--- config.mk ---
export PLATFORM = sky130hd
export DESIGN_NAME = decode_stage
export DESIGN_NICKNAME = d
export VERILOG_FILES = /design/src/rtl/decode_stage.sv
export SDC_FILE = /design/constraint.sdc
export NUM_CORES = 1
export LEC_CHECK = 0
export CAP_MARGIN = 30
export CORE_AREA = 2 2 243 245
export DETAILED_ROUTE_END_ITERATION = 8
export DIE_AREA = 0 0 245 247
export PLACE_DENSITY_LB_ADDON = 0.2
export SLEW_MARGIN = 20
export SYNTH_ARGS = -nofsm -noshare
export SYNTH_HDL_FRONTEND = slang
export SYNTH_SLANG_ARGS = --single-unit
--- constraint.sdc ---
create_clock -name clock -period 2.66 [get_ports clock]
set_clock_uncertainty 0.2 [all_clocks]
set_input_delay 0.532 -clock clock [delete_from_list [all_inputs] [get_ports clock]]
set_output_delay 0.532 -clock clock [all_outputs]
set_load 0.05 [all_outputs]
--- src/rtl/decode_stage.sv ---
// Decode stage: IF/ID register, 16x16 register file with write-through bypass,
// load-use hazard detection, jump resolution and the ID/EX pipeline register.
module decode_stage #(
    parameter int NREGS  = 16,
    parameter int DWIDTH = 16
) (
    input  logic              clock,
    input  logic              reset,
    input  logic [19:0]       if_instruction,
    input  logic [DWIDTH-1:0] if_pc,
    input  logic              wb_enable,
    input  logic [3:0]        wb_dest,
    input  logic [DWIDTH-1:0] wb_data,
    output logic              stall,
    output logic              jumpEnable,
    output logic [DWIDTH-1:0] jumpAddress,
    output logic              ex_valid,
    output logic [3:0]        ex_opcode,
    output logic [3:0]        ex_dest,
    output logic [DWIDTH-1:0] ex_srcA,
    output logic [DWIDTH-1:0] ex_srcB,
    output logic [DWIDTH-1:0] ex_imm,
    output logic              ex_regWrite,
    output logic              ex_memRead,
    output logic              ex_memWrite,
    output logic [DWIDTH-1:0] ex_pc
);

    typedef enum logic [3:0] {
        OP_NOP  = 4'd0,
        OP_ADD  = 4'd1,
        OP_SUB  = 4'd2,
        OP_AND  = 4'd3,
        OP_OR   = 4'd4,
        OP_LD   = 4'd5,
        OP_ST   = 4'd6,
        OP_ADDI = 4'd7,
        OP_JMP  = 4'd8,
        OP_JR   = 4'd9
    } opcode_e;

    // IF/ID pipeline register
    logic              if_valid;
    logic [19:0]       if_ir;
    logic [DWIDTH-1:0] if_pc_q;

    logic [DWIDTH-1:0] regs [NREGS];

    logic [3:0] op, ra, rb, rc;
    logic [DWIDTH-1:0] val_ra, val_rb, val_rc;

    logic [3:0]        dec_op;
    logic [3:0]        dec_dest;
    logic [DWIDTH-1:0] dec_src_a, dec_src_b, dec_imm;
    logic              dec_rw, dec_mr, dec_mw;
    logic              use_ra, use_rb, use_rc;
    logic              is_jump;
    logic [DWIDTH-1:0] jump_target;
    logic              hazard;

    assign op = if_ir[19:16];
    assign ra = if_ir[15:12];
    assign rb = if_ir[11:8];
    assign rc = if_ir[7:4];

    // NOTE: the register array has a reset branch because the design requires
    // every architectural register to read 0 after reset, not just R0.
    always_ff @(posedge clock or negedge reset) begin
        if (!reset) begin
            for (int i = 0; i < NREGS; i++) regs[i] <= '0;
        end else if (wb_enable && wb_dest != 4'd0) begin
            regs[wb_dest] <= wb_data;
        end
    end

    // Write-through bypass: a writeback in flight this cycle is visible to decode now.
    assign val_ra = (ra == 4'd0) ? '0 :
                    (wb_enable && wb_dest == ra) ? wb_data : regs[ra];
    assign val_rb = (rb == 4'd0) ? '0 :
                    (wb_enable && wb_dest == rb) ? wb_data : regs[rb];
    assign val_rc = (rc == 4'd0) ? '0 :
                    (wb_enable && wb_dest == rc) ? wb_data : regs[rc];

    // NOTE: every variable gets a default before the case so no latch is inferred.
    always_comb begin
        dec_op      = op;
        dec_dest    = 4'd0;
        dec_src_a   = '0;
        dec_src_b   = '0;
        dec_imm     = '0;
        dec_rw      = 1'b0;
        dec_mr      = 1'b0;
        dec_mw      = 1'b0;
        use_ra      = 1'b0;
        use_rb      = 1'b0;
        use_rc      = 1'b0;
        is_jump     = 1'b0;
        jump_target = '0;
        case (op)
            OP_NOP: ;
            OP_ADD, OP_SUB, OP_AND, OP_OR: begin
                dec_dest  = ra;
                dec_src_a = val_rb;
                dec_src_b = val_rc;
                dec_rw    = 1'b1;
                use_rb    = 1'b1;
                use_rc    = 1'b1;
            end
            OP_LD: begin
                dec_dest  = ra;
                dec_src_a = val_rb;
                dec_rw    = 1'b1;
                dec_mr    = 1'b1;
                use_rb    = 1'b1;
            end
            OP_ST: begin
                dec_src_a = val_rb;
                dec_src_b = val_ra;
                dec_mw    = 1'b1;
                use_rb    = 1'b1;
                use_ra    = 1'b1;
            end
            OP_ADDI: begin
                dec_dest  = ra;
                dec_src_a = val_ra;
                dec_imm   = {{(DWIDTH-12){if_ir[11]}}, if_ir[11:0]};
                dec_rw    = 1'b1;
                use_ra    = 1'b1;
            end
            OP_JMP: begin
                is_jump     = 1'b1;
                jump_target = DWIDTH'(if_ir[15:0]);
            end
            OP_JR: begin
                is_jump     = 1'b1;
                jump_target = val_ra;
                use_ra      = 1'b1;
            end
            default: dec_op = OP_NOP;
        endcase
    end

    assign hazard = ex_valid && ex_memRead && (ex_dest != 4'd0) &&
                    ((use_ra && ra == ex_dest) ||
                     (use_rb && rb == ex_dest) ||
                     (use_rc && rc == ex_dest));

    assign stall       = if_valid && hazard;
    assign jumpEnable  = if_valid && !stall && is_jump;
    assign jumpAddress = jumpEnable ? jump_target : '0;

    // NOTE: sequential state is updated with non-blocking assignments only.
    always_ff @(posedge clock or negedge reset) begin
        if (!reset) begin
            if_valid <= 1'b0;
            if_ir    <= '0;
            if_pc_q  <= '0;
        end else if (jumpEnable) begin
            if_valid <= 1'b0;
            if_ir    <= '0;
        end else if (!stall) begin
            if_valid <= 1'b1;
            if_ir    <= if_instruction;
            if_pc_q  <= if_pc;
        end
    end

    // A stall or an empty IF/ID slot becomes an all-zero bubble in ID/EX.
    always_ff @(posedge clock or negedge reset) begin
        if (!reset) begin
            ex_valid    <= 1'b0;
            ex_opcode   <= '0;
            ex_dest     <= '0;
            ex_srcA     <= '0;
            ex_srcB     <= '0;
            ex_imm      <= '0;
            ex_regWrite <= 1'b0;
            ex_memRead  <= 1'b0;
            ex_memWrite <= 1'b0;
            ex_pc       <= '0;
        end else if (stall || !if_valid) begin
            ex_valid    <= 1'b0;
            ex_opcode   <= '0;
            ex_dest     <= '0;
            ex_srcA     <= '0;
            ex_srcB     <= '0;
            ex_imm      <= '0;
            ex_regWrite <= 1'b0;
            ex_memRead  <= 1'b0;
            ex_memWrite <= 1'b0;
            ex_pc       <= '0;
        end else begin
            ex_valid    <= 1'b1;
            ex_opcode   <= dec_op;
            ex_dest     <= dec_dest;
            ex_srcA     <= dec_src_a;
            ex_srcB     <= dec_src_b;
            ex_imm      <= dec_imm;
            ex_regWrite <= dec_rw;
            ex_memRead  <= dec_mr;
            ex_memWrite <= dec_mw;
            ex_pc       <= if_pc_q;
        end
    end

endmodule

==> summary.md, run 1 <==
| Metric | Value |
|---|---|
| Routing usage on met2 | `0.382` |
| Slew HR | `0.616` |
| Sequential element share of the synthesized area | `0.455` |
| Skew-Pair Late Insertion Delay | `0.58 ns` |
| P_int | `14.0 mW` |
| Primary FF master, synth | `dfrtp_1` |
| Number of DRC markers in iteration 0 | `1044` |
| Net switching power figure | `6.12 mW` |
| Clock Power Share | `0.325` |
| Number of global-route vias before repair | `15141` |
| Yosys warnings | `0` |
| Share of the synthesized area in the top cell type | `0.455` |
| Finished Cell Area | `27000 sq um` |
| Synth unique cells | `44` |
| Gr usage total | `0.232` |
| Clk root buf | `clkbuf_16` |
| GPL Wtd Cong | `0.852` |
| Critical-path top delay cell | `mux4_2` |
| Drt total wl | `69400 um` |
| Failing checks | `negative setup slack` |
| H-Tree Depth | `2` |
| Minimum clock period | `3.56 ns` |
| GR peak layer | `met2` |
| DRC viols | `0` |
| Top cells by area, synth | `dfrtp_1 (46%), mux4_2 (22%), mux2_2 (16%)` |
| CP bufs+invs | `4` |
| Largest net degree at the start of global routing | `78` |
| VDD IR max | `445 uV` |
| Ant diodes | `0` |
| Drt wl/cell | `28.1 um` |
| Layout cells sized above 1 | `0.544` |
| Post-synth top cells | `dfrtp_1 (365), mux2_2 (288), mux4_2 (192)` |
| Initial Util | `0.344` |
| Crit end category | `output port` |
| Tot Pwr | `20.2 mW` |
| Syn Nets | `1462` |
| Largest family of logic cells by synthesized area | `multiplexers` |
| Mapped Cells | `1403` |
| RSZ-0062 raised after global routing | `yes` |
| Initial antenna violation count | `0` |
| Total grt overflow | `0` |
| Switching Share | `0.303` |
| P_leak | `11.1 nW` |
| Avg Synthesized Cell Area | `14.3 sq um` |
| DRT Pass-1 Iters | `5` |
| Final hold slack | `0.219 ns` |
| Core Region | `58200 sq um` |
| Rows | `89` |
| Simple-Gate Fraction of Synth Area | `0.0408` |
| DP Wirelength | `46300 um` |
| Synth Cell Area | `20100 sq um` |
| CTS Buffer Depth | `3` |
| Setup slack after layout | `-0.899 ns` |
| Met1 Track Usage GR | `0.304` |
| Reg power frac | `0.373` |
| Most instantiated library cell after synthesis | `dfrtp_1` |
| Critical path required time | `1.93 ns` |
| Post-synth EDFFs | `0` |
| Final setup vio count | `23` |
| CTS Buf Count | `43` |
| Crit-path max FO | `8` |
| Layout area overhead | `34.4%` |
| Synth Area in XOR/XNOR | `0.0109` |
| Via Count | `14281` |
| Met3 usage | `0.0472` |
| First-pass GRT wire length | `103000 um` |
| Total Die Area | `60500 sq um` |
| CP max stage delay | `0.51 ns` |
| Clock Sinks | `365` |
| Final Cycle Share | `1.34` |
| Comb pwr share | `0.302` |
| Cell taking the most area after synthesis | `dfrtp_1` |
| Power per cell area | `748 nW/um^2` |
| Final net count | `1722` |
| Cells along the critical path | `buf_12, buf_12, mux4_2, a22oi_2, nand2_2, a22oi_2, buf_4, a211oi_4, buf_12` |
| Fin. Hold Viols | `0` |
| Buffers on Ports | `152` |
| Startpoint Class | `flop` |
| CP Class | `reg -> out` |
| # fillers | `5081` |
| Critical Path AT | `2.83 ns` |
| Outcome | `complete, but fails checks` |
| Async SR Flop Fraction | `1.00` |
| CTS clk-pin slew, worst paths | `0.06 ns` |
| Compound-gate portion of the synthesized area | `0.0605` |
| Die Width | `245 um` |
| Fmax | `281 MHz` |
| Post-synthesis mux area share | `0.394` |
| Post-route ant nets | `0` |
| Slew @ Worst Pin | `0.574 ns` |
| Area occupied by multi-input gates | `10800 sq um` |
| Post-synthesis adder-cell area fraction | `0` |
| Max-slew violation count | `0` |
| Vias per cell | `5.78` |
| Top delay family on crit path | `buffers and inverters` |
| Setup slack, reg-to-reg | `-0.01 ns` |
| Most used cell, CP | `buf_12` |
| Chip height | `247 um` |
| Max-cap viol count | `0` |
| CTS tree | `yes` |
| Reg area | `9160 sq um` |
| IO Pins | `153` |
| Placed instance area | `24600 sq um` |
| Register bit total from synthesis | `365` |
| Worst Hold Class | `reg -> reg` |
stage by stage:
stage	std cells	util	TNS [ns]	worst slack, ns
after detailed placement	2361	0.422	-21.90	-0.693
after floorplan	1403	-	-3.40	-0.267
after CTS	2461	0.457	-15.12	-0.910
final	2470	0.463	-14.82	-0.899
after global routing	2470	0.463	-16.87	-0.970
after global placement	2361	0.422	-20.68	-0.690
registers in the layout (all words and copies together) (netlist names):
signal	count
ex_memRead	1
ex_memWrite	1
ex_opcode	4
ex_valid	1
ex_regWrite	1
ex_srcB	16
ex_pc	16
if_ir	20
ex_dest	4
if_pc_q	16
regs	256
ex_srcA	16
if_valid	1
ex_imm	12
placed cells by master, fill, tap and decap left out, drive strengths merged, types with 7 or more instances in the layout:
cell,count
dfrtp,365
mux2,288
buf,251
mux4,192
clkdlybuf4s50,133
clkbuf,66
nand2,53
a22oi,47
mux2i,34
nor2,34
o22ai,33
o221ai,32
a22o,20
and2,20
and3,19
a211oi,17
xnor2,15
xor2,10
bufinv,7
nand3,7
timing repair:
item | in CTS | in global routing
resized for setup | 49 | 45
setup buffers | 17 | 7
endpoints found under the hold margin | 37 | 0
hold buffers | 1 | 0
cloned | 3 | 4
pin swaps | 33 | 24
setup endpoints to repair | 80 | 62
worst reg2reg max path, stage by stage, from the launching register on:
cell       delay (ns)
dfrtp_4          0.53
buf_12           0.17
buf_6            0.12
xnor2_2          0.12
nand4_1          0.10
o22ai_2          0.10
o2111a_1         0.27
buf_6            0.14
o21ai_4          0.19
buf_12           0.14
clkbuf_16        0.16
mux2_4           0.31
cells by family (layout without fill, tap and decap cells):
| logic type | count (synthesis) | count (layout) |
|---|---|---|
| AOI/OAI and AO/OA | 159 | 159 |
| xor gates and xnor gates | 25 | 25 |
| buffers and inverters | 177 | 471 |
| DFF | 365 | 365 |
| muxes | 514 | 514 |
| and+or+nand+nor | 163 | 163 |
final cells by class:
type | count | share of cell area
sequential | 365 | 0.340
clock buffer | 63 | 0.0487
clock inverter | 16 | 0.00975
inverter | 3 | 0.000510
tap | 773 | 0.0359
multi-input combinational | 861 | 0.402
timing repair buffer | 389 | 0.163
power by group through the flow:
stage / registers, mW / logic (mW) / clock network, mW
after detailed placement: 7.57 / 5.77 / 0
after CTS: 7.48 / 5.99 / 6.68
after floorplan: 7.65 / 3.52 / 0
after global placement: 7.52 / 5.70 / 0
after global routing: 7.66 / 6.43 / 6.92
final: 7.52 / 6.09 / 6.55
per-layer routing:
layer | routed length (um) | share of wire
met5 | 0 | 0
met4 | 2310 | 0.033
met3 | 4770 | 0.069
met2 | 33600 | 0.48
met1 | 28700 | 0.41
final timing paths:
| path | startpoint | end | depth (start not counted) |
|---|---|---|---|
| setup / recovery | if_ir[13] | jumpAddress[3] | 9 |
| hold / removal | regs[244] | regs[244] | 0 |
| setup reg to reg | if_ir[13] | if_pc_q[15] | 11 |
| max in group asynchronous | reset | regs[216] | 3 |
| min in group asynchronous | reset | if_ir[16] | 2 |
| hold reg to reg | regs[244] | regs[244] | 0 |
(Power assumes the default switching activity.)
==> run 2: changes to the inputs <==
--- a/config.mk
+++ b/config.mk
@@ -9,6 +9,7 @@
 export CORE_AREA = 2 2 243 245
 export DETAILED_ROUTE_END_ITERATION = 8
 export DIE_AREA = 0 0 245 247
+export GPL_TIMING_DRIVEN = 0
 export PLACE_DENSITY_LB_ADDON = 0.2
 export SLEW_MARGIN = 20
 export SYNTH_ARGS = -nofsm -noshare
==> summary.md, run 2 (synthesis results as in run 1) <==
| Metric | Value |
|---|---|
| Finished Cell Area | `26300 sq um` |
| P_int | `13.4 mW` |
| Comb pwr share | `0.312` |
| Setup_tns | `-21.45 ns` |
| Clock Sinks | `365` |
| CTS clk-pin slew, worst paths | `0.06 ns` |
| RSZ-0062 raised after global routing | `yes` |
| Commonest non-fill, non-tap cell in the layout | `dfrtp_1` |
| Max-slew violation count | `0` |
| Largest net degree at the start of global routing | `98` |
| Total grt overflow | `0` |
| Clock Power Share | `0.307` |
| Clk root buf | `clkbuf_16` |
| CTS tree | `yes` |
| H-Tree Depth | `2` |
| Critical Path AT | `2.86 ns` |
| Slew HR | `0.355` |
| Reg2reg path depth | `20` |
| Gr usage total | `0.243` |
| CTS Buf Count | `41` |
| Layout Utilization | `0.451` |
| Net switching power figure | `6.34 mW` |
| Critical-path top delay cell | `mux4_2` |
| Post-placement setup slack | `-1.93 ns` |
| Layout cells sized above 1 | `0.528` |
| DRC viols | `0` |
| Startpoint Class | `flop` |
| IO Pins | `153` |
| Chip height | `247 um` |
| Number of global-route vias before repair | `15029` |
| Reg with most FFs | `regs` |
| Fmax | `279 MHz` |
| Final net count | `1715` |
| Initial antenna violation count | `3` |
| Total Die Area | `60500 sq um` |
| Final Cycle Share | `1.35` |
| Slew @ Worst Pin | `0.968 ns` |
| # fillers | `5179` |
| Max reg flops | `256` |
| Fin cells | `2462` |
| Crit end category | `output port` |
| Final hold slack | `0.108 ns` |
| Crit-path max FO | `7` |
| Core Region | `58200 sq um` |
| Failing checks | `negative setup slack` |
| Layout area overhead | `30.9%` |
| Post-route ant nets | `0` |
| Final setup vio count | `62` |
| Die Width | `245 um` |
| CP max stage delay | `0.50 ns` |
| Via Count | `14536` |
| Drt wl/cell | `29.6 um` |
| Switching Share | `0.322` |
| First-pass GRT wire length | `106000 um` |
| CTS Buffer Depth | `3` |
| Setup slack, reg-to-reg | `-0.88 ns` |
| Reg power frac | `0.381` |
| VDD IR max | `495 uV` |
| Biggest regs | `regs: 256 flops, if_ir: 20 flops` |
| DP Wirelength | `50500 um` |
| GPL Wtd Cong | `0.900` |
| Ant diodes | `0` |
| Fin. Hold Viols | `0` |
| Reg area | `9140 sq um` |
| P_leak | `10.7 nW` |
| Minimum clock period | `3.59 ns` |
| Tot Pwr | `19.7 mW` |
| Placed cells | `2320` |
| Max-cap viol count | `0` |
| CP Class | `reg -> out` |
| Initial Util | `0.344` |
| Power per cell area | `751 nW/um^2` |
| Setup slack after layout | `-0.930 ns` |
| Commonest non-fill, non-tap cells in the layout | `dfrtp_1 (358), mux2_2 (272), mux4_2 (192)` |
| DRT Pass-1 Iters | `7` |
| Critical path required time | `1.93 ns` |
| Skew-Pair Late Insertion Delay | `0.59 ns` |
| Number of DRC markers in iteration 0 | `1411` |
| Vias per cell | `5.90` |
| Rows | `89` |
| Worst Hold Class | `in -> async` |
| Buffers on Ports | `133` |
| Placed instance area | `22900 sq um` |
| Drt total wl | `73000 um` |
| Area occupied by multi-input gates | `11200 sq um` |
| Outcome | `complete, but fails checks` |
| Cells along the critical path | `buf_6, buf_12, buf_16, mux4_2, a22oi_2, nand2_1, a22oi_2, a211oi_4, buf_6` |
run 2: cell types whose count changed in the layout (fill, tap and decap cells not counted), sizes merged:
cell           change
clkdlybuf4s18      +1
inv                +1
clkdlybuf4s50     -23
buf               -82
clkinvlp           -1
dlygate4sd2        +4
bufinv             -2
clkdlybuf4s15      +3
clkinv             +7
clkbuf            +84
run 2: power by group through the flow:
stage | clock network [mW] | registers [mW] | logic [mW]
final | 6.05 | 7.50 | 6.16
after CTS | 6.16 | 7.46 | 5.89
after floorplan | 0 | 7.65 | 3.52
after global placement | 0 | 7.51 | 5.31
after detailed placement | 0 | 7.56 | 5.41
after global routing | 6.40 | 7.64 | 6.47
run 2: path summary, 6_finish.rpt:
| kind | start | endpoint |
|---|---|---|
| min in group clock | if_pc_q[4] | if_pc_q[4] |
| hold reg to reg | if_pc_q[4] | if_pc_q[4] |
| hold / removal | reset | ex_regWrite |
| setup / recovery | if_ir[13] | jumpAddress[4] |
| max in group asynchronous | reset | regs[123] |
| setup reg to reg | if_ir[13] | ex_srcA[9] |
run 2: repair_timing:
item,CTS,global route
endpoints found under the setup margin,254,283
hold buffers,1,0
buffers inserted,54,13
endpoints found under the hold margin,97,0
pin swaps,39,30
cloned,4,3
resized for setup,369,101
run 2: metal layers:
| metal | vias to the layer above | wire length [um] | global-route usage |
|---|---|---|---|
| met1 | 7705 | 29200 | 0.315 |
| met3 | 173 | 5880 | 0.0567 |
| met5 | - | 35 | 0 |
| li1 | 5948 | - | - |
| met2 | 704 | 35200 | 0.396 |
| met4 | 6 | 2630 | 0.0922 |
run 2: cell type report:
class / instances / share of cell area
Buffer: 166 / 0.0455
Clock buffer: 55 / 0.0446
Clock inverter: 21 / 0.00910
Inverter: 3 / 0.000524
Multi-Input combinational cell: 861 / 0.428
Sequential cell: 365 / 0.348
Tap cell: 773 / 0.0368
Timing Repair Buffer: 218 / 0.0875
run 2: critical path: cells and delay by family (launching register included):
family / cells / cell delay (ns)
compound gates: 3 / 0.66
simple gates: 1 / 0.11
buf+inv: 4 / 0.64
flops: 1 / 0.34
mux: 1 / 0.50
==> run 3: changes to the inputs <==
--- a/config.mk
+++ b/config.mk
@@ -11,7 +11,7 @@
 export DIE_AREA = 0 0 245 247
 export GPL_TIMING_DRIVEN = 0
 export PLACE_DENSITY_LB_ADDON = 0.2
-export SLEW_MARGIN = 20
+export SLEW_MARGIN = 30
 export SYNTH_ARGS = -nofsm -noshare
 export SYNTH_HDL_FRONTEND = slang
 export SYNTH_SLANG_ARGS = --single-unit
==> summary.md, run 3 (synthesis results as in run 1) <==
| Metric | Value |
|---|---|
| Initial antenna violation count | `2` |
| Fin. Hold Viols | `71` |
| Max-slew violation count | `0` |
| Crit end category | `output port` |
| CTS Buffer Depth | `3` |
| VDD IR max | `448 uV` |
| Slew HR | `0.310` |
| Number of global-route vias before repair | `14979` |
| Failing checks | `negative hold slack, negative setup slack` |
| Largest net degree at the start of global routing | `83` |
| Number of DRC markers in iteration 0 | `1303` |
| Post-route ant nets | `0` |
| Rows | `89` |
| Clk root buf | `clkbuf_16` |
| Outcome | `complete, but fails checks` |
| Critical Path AT | `2.87 ns` |
| Worst Hold Class | `in -> async` |
| Ant diodes | `0` |
| Tot Pwr | `19.4 mW` |
| Commonest non-fill, non-tap cell in the layout | `dfrtp_1` |
| Fmax | `278 MHz` |
| DP Wirelength | `50600 um` |
| Final Cycle Share | `1.35` |
| Critical Path Start | `if_ir[13]` |
| Core Region | `58200 sq um` |
| Reg2reg start | `if_ir[13]` |
| Startpoint Class | `flop` |
| DRC viols | `0` |
| Total Die Area | `60500 sq um` |
| Drt wl/cell | `29.5 um` |
| Final setup vio count | `80` |
| Power per cell area | `743 nW/um^2` |
| Skew-Pair Late Insertion Delay | `0.58 ns` |
| IO Pins | `153` |
| Initial Util | `0.344` |
| Final net count | `1705` |
| Die Width | `245 um` |
| Clock Sinks | `365` |
| Setup slack after layout | `-0.939 ns` |
| CTS tree | `yes` |
| Slew @ Worst Pin | `1.03 ns` |
| Minimum clock period | `3.60 ns` |
| Area occupied by multi-input gates | `11200 sq um` |
| Via Count | `14479` |
| First-pass GRT wire length | `105000 um` |
| Vias per cell | `5.91` |
| DRT Pass-1 Iters | `6` |
| CTS clk-pin slew, worst paths | `0.06 ns` |
| Layout area overhead | `29.8%` |
| H-Tree Depth | `2` |
| Reg with most FFs | `regs` |
| Gr usage total | `0.239` |
| Reg area | `9140 sq um` |
| GPL Wtd Cong | `0.900` |
| Final hold slack | `-0.285 ns` |
| Total grt overflow | `0` |
| Layout cells sized above 1 | `0.523` |
| Drt total wl | `72300 um` |
| CP Class | `reg -> out` |
| Commonest non-fill, non-tap cells in the layout | `dfrtp_1 (358), mux2_2 (278), mux4_2 (192)` |
| # fillers | `5176` |
| Buffers on Ports | `133` |
| Biggest regs | `regs: 256 flops, if_ir: 20 flops` |
| Max-cap viol count | `0` |
| Critical path required time | `1.93 ns` |
| RSZ-0062 raised after global routing | `yes` |
| Max reg flops | `256` |
| Crit-path max FO | `7` |
| Chip height | `247 um` |
| CTS Buf Count | `41` |
| P_leak | `10.6 nW` |
-- run 3: worst max-delay path, cell delays in order (launching register included) --
cell      delay, ns
dfrtp_1        0.34
buf_6          0.16
buf_12         0.16
buf_16         0.14
mux4_2         0.51
a22oi_2        0.22
nand2_1        0.12
a22oi_2        0.32
a211oi_4       0.12
buf_6          0.17
-- run 3: area by class of cell --
| class | count | area share |
|---|---|---|
| well taps | 773 | 0.0372 |
| inverters | 3 | 0.000529 |
| flip-flops and latches | 365 | 0.351 |
| plain buffers | 167 | 0.0471 |
| clock buffers | 58 | 0.0458 |
| multi-input cells | 861 | 0.430 |
| repair buffers | 207 | 0.0826 |
| clock inverters | 15 | 0.00601 |
-- run 3: path summary, 6_finish.rpt --
kind                       depth (start not counted)  slack [ns]             end
max in group asynchronous                          5        0.59       regs[154]
hold / removal                                     1       -0.28     ex_regWrite
hold reg to reg                                    1        0.30     if_pc_q[11]
setup / recovery                                   9       -0.94  jumpAddress[2]
setup reg to reg                                  13       -0.31     if_pc_q[15]
min in group clock                                 1        0.30     if_pc_q[11]
-- run 3: repair_timing --
action	in CTS	in global routing
cloned	2	3
endpoints found under the hold margin	71	71
pin swaps	41	30
gates resized for setup	341	122
buffers inserted	36	25
setup endpoints to repair	240	164
-- run 3: through the flow --
step / util / cells / setup WS [ns] / area (sq um) / setup TNS [ns]
6_report: 0.447 / 2449 / -0.939 / 26000 / -24.98
5_1_grt: 0.447 / 2449 / -0.970 / 26000 / -29.67
4_1_cts: 0.435 / 2424 / -0.895 / 25300 / -14.45
3_5_place_dp: 0.393 / 2317 / -1.93 / 22900 / -247.88
3_3_place_gp: 0.390 / 2309 / -16.75 / 22700 / -5841.80
2_1_floorplan: - / 1403 / -0.267 / 20400 / -3.40
-- run 3: where the power goes --
| group | total (mW) | switching, mW | internal (mW) |
|---|---|---|---|
| clock network | 5.81 | 2.40 | 3.41 |
| registers | 7.50 | 0.927 | 6.57 |
| logic | 6.04 | 2.90 | 3.14 |
| total | 19.4 | 6.23 | 13.1 |
-- run 3: routing by layer --
metal	track usage	up-vias	wire, um
met3	0.0495	190	5580
met1	0.313	7612	29000
met4	0.0855	4	2970
met5	0	-	22
met2	0.393	754	34700
li1	-	5919	-
